$ cat src/rtl/irq_ctrl_pkg.sv
// Shared types and memory-map constants for the interrupt controller.
package irq_ctrl_pkg;

    typedef enum logic {
        IDLE = 1'b0,
        REQ  = 1'b1
    } irq_state_t;

    localparam int unsigned ID_W           = 4;
    localparam logic [9:0]  DEF_VEC_BASE   = 10'h3F0;
    localparam int unsigned DEF_VEC_STRIDE = 4;

endpackage

$ cat src/rtl/irq_prio_enc.sv
// Lowest-index-first priority encoder: valid flag plus index of the first set bit.
module irq_prio_enc #(
    parameter int unsigned N  = 4,
    parameter int unsigned IW = 4
) (
    input  logic [N-1:0]  req,
    output logic          valid,
    output logic [IW-1:0] idx
);

    always_comb begin
        valid = 1'b0;
        idx   = '0;
        for (int unsigned i = 0; i < N; i++) begin
            if (req[i] && !valid) begin
                valid = 1'b1;
                idx   = IW'(i);
            end
        end
    end

endmodule

$ cat src/rtl/irq_ctrl.sv
// N-channel interrupt controller: edge capture, masking, priority request/ack/reti.
// Define IRQ_CTRL_NEST_EN to allow higher-priority channels to preempt in-service ones.
module irq_ctrl
    import irq_ctrl_pkg::*;
#(
    parameter int unsigned     N_IRQ      = 4,
    parameter int unsigned     PC_W       = 10,
    parameter logic [PC_W-1:0] VEC_BASE   = PC_W'(DEF_VEC_BASE),
    parameter int unsigned     VEC_STRIDE = DEF_VEC_STRIDE
) (
    input  logic             clk,
    input  logic             reset,
    input  logic [N_IRQ-1:0] irq_in,
    input  logic             mask_we,
    input  logic [N_IRQ-1:0] mask_wdata,
    input  logic             ei,
    input  logic             di,
    input  logic             ack,
    input  logic             reti,
    output logic             irq_req,
    output logic [PC_W-1:0]  vector,
    output logic [ID_W-1:0]  irq_id,
    output logic [N_IRQ-1:0] pending,
    output logic [N_IRQ-1:0] in_service
);

    irq_state_t       state;
    logic [N_IRQ-1:0] mask;
    logic [N_IRQ-1:0] irq_prev;
    logic             gie;

    logic [N_IRQ-1:0] cand;
    logic             cand_v;
    logic [ID_W-1:0]  cand_id;
    logic             is_v;
    logic [ID_W-1:0]  is_id;
    logic             winner;
    logic             take;
    logic [N_IRQ-1:0] ack_set;
    logic [N_IRQ-1:0] reti_clr;
    logic [PC_W-1:0]  vec_off;

    assign cand = pending & ~mask & {N_IRQ{gie}};

    irq_prio_enc #(.N(N_IRQ), .IW(ID_W)) u_cand_enc (
        .req   (cand),
        .valid (cand_v),
        .idx   (cand_id)
    );

    irq_prio_enc #(.N(N_IRQ), .IW(ID_W)) u_is_enc (
        .req   (in_service),
        .valid (is_v),
        .idx   (is_id)
    );

    // The lowest candidate is the only one that can beat the in-service level.
`ifdef IRQ_CTRL_NEST_EN
    assign winner = cand_v && (!is_v || (cand_id < is_id));
`else
    assign winner = cand_v && !is_v;
`endif

    always_comb begin
        take     = (state == REQ) && ack;
        ack_set  = take ? (N_IRQ'(1) << irq_id) : '0;
        reti_clr = (reti && is_v) ? (N_IRQ'(1) << is_id) : '0;
        vec_off  = PC_W'(32'(cand_id) * VEC_STRIDE);
    end

    always_ff @(posedge clk) begin
        if (reset) begin
            pending    <= '0;
            in_service <= '0;
            mask       <= '1;
            irq_prev   <= '0;
            gie        <= 1'b0;
        end else begin
            // A fresh edge on the acked channel survives the ack clear.
            pending    <= (pending & ~ack_set) | (irq_in & ~irq_prev);
            in_service <= (in_service & ~reti_clr) | ack_set;
            irq_prev   <= irq_in;
            if (mask_we) mask <= mask_wdata;
            if (di)      gie  <= 1'b0;
            else if (ei) gie  <= 1'b1;
        end
    end

    always_ff @(posedge clk) begin
        if (reset) begin
            state   <= IDLE;
            irq_req <= 1'b0;
            irq_id  <= '0;
            vector  <= '0;
        end else begin
            case (state)
                IDLE: begin
                    if (winner) begin
                        irq_req <= 1'b1;
                        irq_id  <= cand_id;
                        vector  <= VEC_BASE + vec_off;
                        state   <= REQ;
                    end
                end
                REQ: begin
                    if (ack) begin
                        irq_req <= 1'b0;
                        state   <= IDLE;
                    end
                end
                default: begin
                    irq_req <= 1'b0;
                    state   <= IDLE;
                end
            endcase
        end
    end

endmodule

$ cat config.mk
export PLATFORM = sky130hd
export DESIGN_NAME = irq_ctrl
export DESIGN_NICKNAME = d
export VERILOG_FILES = /design/src/rtl/irq_ctrl_pkg.sv /design/src/rtl/irq_prio_enc.sv /design/src/rtl/irq_ctrl.sv
export SDC_FILE = /design/constraint.sdc
export NUM_CORES = 1
export LEC_CHECK = 0
export ABC_CLOCK_PERIOD_IN_PS = 1760
export CAP_MARGIN = 20
export CORE_MARGIN = 1
export CORE_UTILIZATION = 41
export CTS_CLUSTER_DIAMETER = 40
export DETAILED_ROUTE_END_ITERATION = 10
export GPL_TIMING_DRIVEN = 0
export PLACE_DENSITY = 0.89
export SLEW_MARGIN = 40
export SYNTH_ARGS = -nofsm -noshare
export SYNTH_HDL_FRONTEND = slang
export SYNTH_SLANG_ARGS = --single-unit
$ cat constraint.sdc
create_clock -name clk -period 1.76 [get_ports clk]
set_input_delay 0.176 -clock clk [delete_from_list [all_inputs] [get_ports clk]]
set_output_delay 0.176 -clock clk [all_outputs]
set_load 0.05 [all_outputs]
==> metrics.cfg <==
[timing]
hold_viol_final = 0
max_freq_mhz = 583.8
fin_crit_sh = 0.9733
drv_slew = 0
setup_viol = 0
relSlewSlack = 0.6656
finalClockSkew_ns = 0.0004954
rsz0062_at_grt = no
setup_tns_ns = 0
holdWs_ns = 0.4200
fin_crit_ns = 1.713
tightest_slew_ns = 0.5008

[critical_path]
worstSetupEndpoint = pending[1]
ff2ff_path_depth = 4
reg2reg_from = state
crit_required_ns = 1.58
slowest_delay_ns = 0.83
critPathLaunch = pending[1]
cp_slowest_cell = clkdlybuf4s50_1
timing.rr.end = vector[3]
arrival_ns = 1.54
crit_buf_inv = 1
worst_setup_path_start_kind = flip-flop
critical_path_depth = 1
path_delay_family = buffers and inverters
critPathMaxFanout = 3
r2r_setup_slack_ns = 0.25
path_cells = clkdlybuf4s50_1
critical_path_class = flip-flop to output port
end_kind = output port

[layout]
fillers = 197
drive_above_1_share = 0.1304
num-nets-final = 155
area_delta_synth_final_pct = 41.87
num_antenna_cells = 0
design_area_mm2 = 0.001310

[pwr]
seqPwrFrac = 0.567
share_comb_of_total_power = 0.202
ir_worst_vdd_uv = 610.6
switching_power_mw = 0.2634
p_per_area_mw_per_mm2 = 721.9
power.leakage_nw = 0.5856
p_sw_frac = 0.2785
p_int_mw = 0.6823
pwr-share-clk = 0.231

[clock_network]
cts-root-buf = clkbuf_4
clock_sinks = 22
cts_buffers = 3
path_clk_slew_ns = 0.11
insertion_delay_ns = 0.30
h-tree-depth = 1
cts_tree = built
cts-hold-fix-buffers = 0
cts_buffer_depth = 2

[worst_hold_path]
min_path_type = input pin to flip-flop
hold_start = di

[detailed_routing]
drt-wirelength-per-cell_um = 11.30
ant_nets = 0
vias_per_cell = 4.764
vias = 786
drt_wl_total_um = 1865
drtPass1Iterations = 4
drtIter0Drc = 4
route.detailed.drc = 0

[floorplan]
core_mm2 = 0.002042
die_width_um = 49.46
initial_utilization = 0.4522
rows = 16
die_area_mm2 = 0.002446
ioPinCount = 38
fp.dieH_um = 49.46

[yosys]
synth_edf_count = 0
ys_top_cells_by_area = dfxtp_1 (48%), buf_4 (8.9%), nor2b_1 (8.8%), a21oi_1 (6.5%), a211o_1 (3.8%)
synthTopCellsByCount = dfxtp_1 (22), nor2b_1 (13), a21oi_1 (12)
ys_ff_latch = 22
postSynthCellCount = 99
ys_warn_count = 0
synth_area_leader_cell = dfxtp_1
ys_seq_area_frac = 0.4770
yosysMostFrequentCell = dfxtp_1
synth_ff_type = dfxtp_1
post-synth-top-area-fraction = 0.4770
syn_area_um2 = 923.4
avgSynthCellArea_um2 = 9.327
synthArstFlopShare = 0
ys_types = 24

[placement]
dpl_cell_area_mm2 = 0.001299
gp_congestion = 0.7034
port_buffers = 33

[global_routing]
gr-total-overflow = 0
antenna_found_initial = 0
grt_max_degree = 12
grt_pass1_wl_um = 3187
grtUsageTotal = 0.1700
grt_pass1_vias = 793

[run]
drv_cap = 0

[status]
status = finished, final reports clean

-- registers in the layout (all words and copies together), names as in the netlist --
signal      cells
pending         4
gie             1
state           1
mask            4
vector          2
in_service      4
irq_req         1
irq_prev        4
irq_id          1
-- timing repair --
action	CTS	global route
setup buffers	0	0
endpoints found under the setup margin	11	1
resized for setup	11	1
-- placed cells by master (no fill, tap or decap), types with 2 or more instances in the layout --
cell type and count:
dfxtp_1 22, nand2_1 5, a211o_1 4, a21oi_1 12
nand4b_1 3, nand2b_1 4, clkdlybuf4s50_1 21, or3_1 2
conb_1 4, buf_4 11, nor2_1 5, inv_1 3
clkbuf_4 3, nor2b_1 13, dlygate4sd2_1 11, o21ai_0 3
-- worst min path at each step --
stage,end,slack [ns],cells after the start
6_report,gie,0.42,2
2_1_floorplan,irq_prev[0],0.25,1
3_3_place_gp,irq_req,0.45,2
5_1_grt,gie,0.42,2
3_5_place_dp,irq_req,0.46,2
4_1_cts,gie,0.42,2
-- metrics by stage --
step | power [mW] | setup slack (ns) | instances | utilization
2_1_floorplan | 0.6684 | 0.1591 | 102 | -
3_3_place_gp | 0.7363 | 0.2375 | 162 | 0.6360
3_5_place_dp | 0.7418 | 0.2224 | 162 | 0.6360
4_1_cts | 0.9505 | 0.01608 | 165 | 0.6403
5_1_grt | 0.9841 | 0.01228 | 165 | 0.6415
6_report | 0.9457 | 0.04701 | 165 | 0.6415
-- power groups by stage --
stage | registers [mW] | logic (mW) | clock network (mW)
after floorplan | 0.575 | 0.0938 | 0
after global placement | 0.545 | 0.191 | 0
after detailed placement | 0.547 | 0.195 | 0
after CTS | 0.536 | 0.192 | 0.222
after global routing | 0.539 | 0.205 | 0.240
final | 0.536 | 0.191 | 0.219
-- routing by layer --
layer	up-vias	global-route usage	wire (um)
met5	-	0	0
met4	0	0.05714	36
met3	4	0.03395	114
met2	32	0.3288	941
met1	350	0.1804	772
li1	400	-	-
-- area by class of cell --
| class | instances | area (um2) | area share |
|---|---|---|---|
| Timing Repair Buffer | 33 | 319.1 | 0.2436 |
| Clock buffer | 3 | 22.52 | 0.01719 |
| Tap cell | 27 | 33.78 | 0.02579 |
| Sequential cell | 22 | 440.4 | 0.3362 |
| Buffer | 13 | 90.09 | 0.06877 |
| Inverter | 3 | 11.26 | 0.008596 |
| Multi-Input combinational cell | 64 | 392.9 | 0.2999 |
-- cells by family after synthesis --
logic type / count (synthesis) / share of synthesized area
buffers and inverters: 16 / 0.1097
AND/OR/NAND/NOR: 37 / 0.2507
flip-flops: 22 / 0.4770
multiplexers: 1 / 0.01084
other: 1 / 0.004061
AO/OA/AOI/OAI: 22 / 0.1477
(Power assumes the default switching activity.)
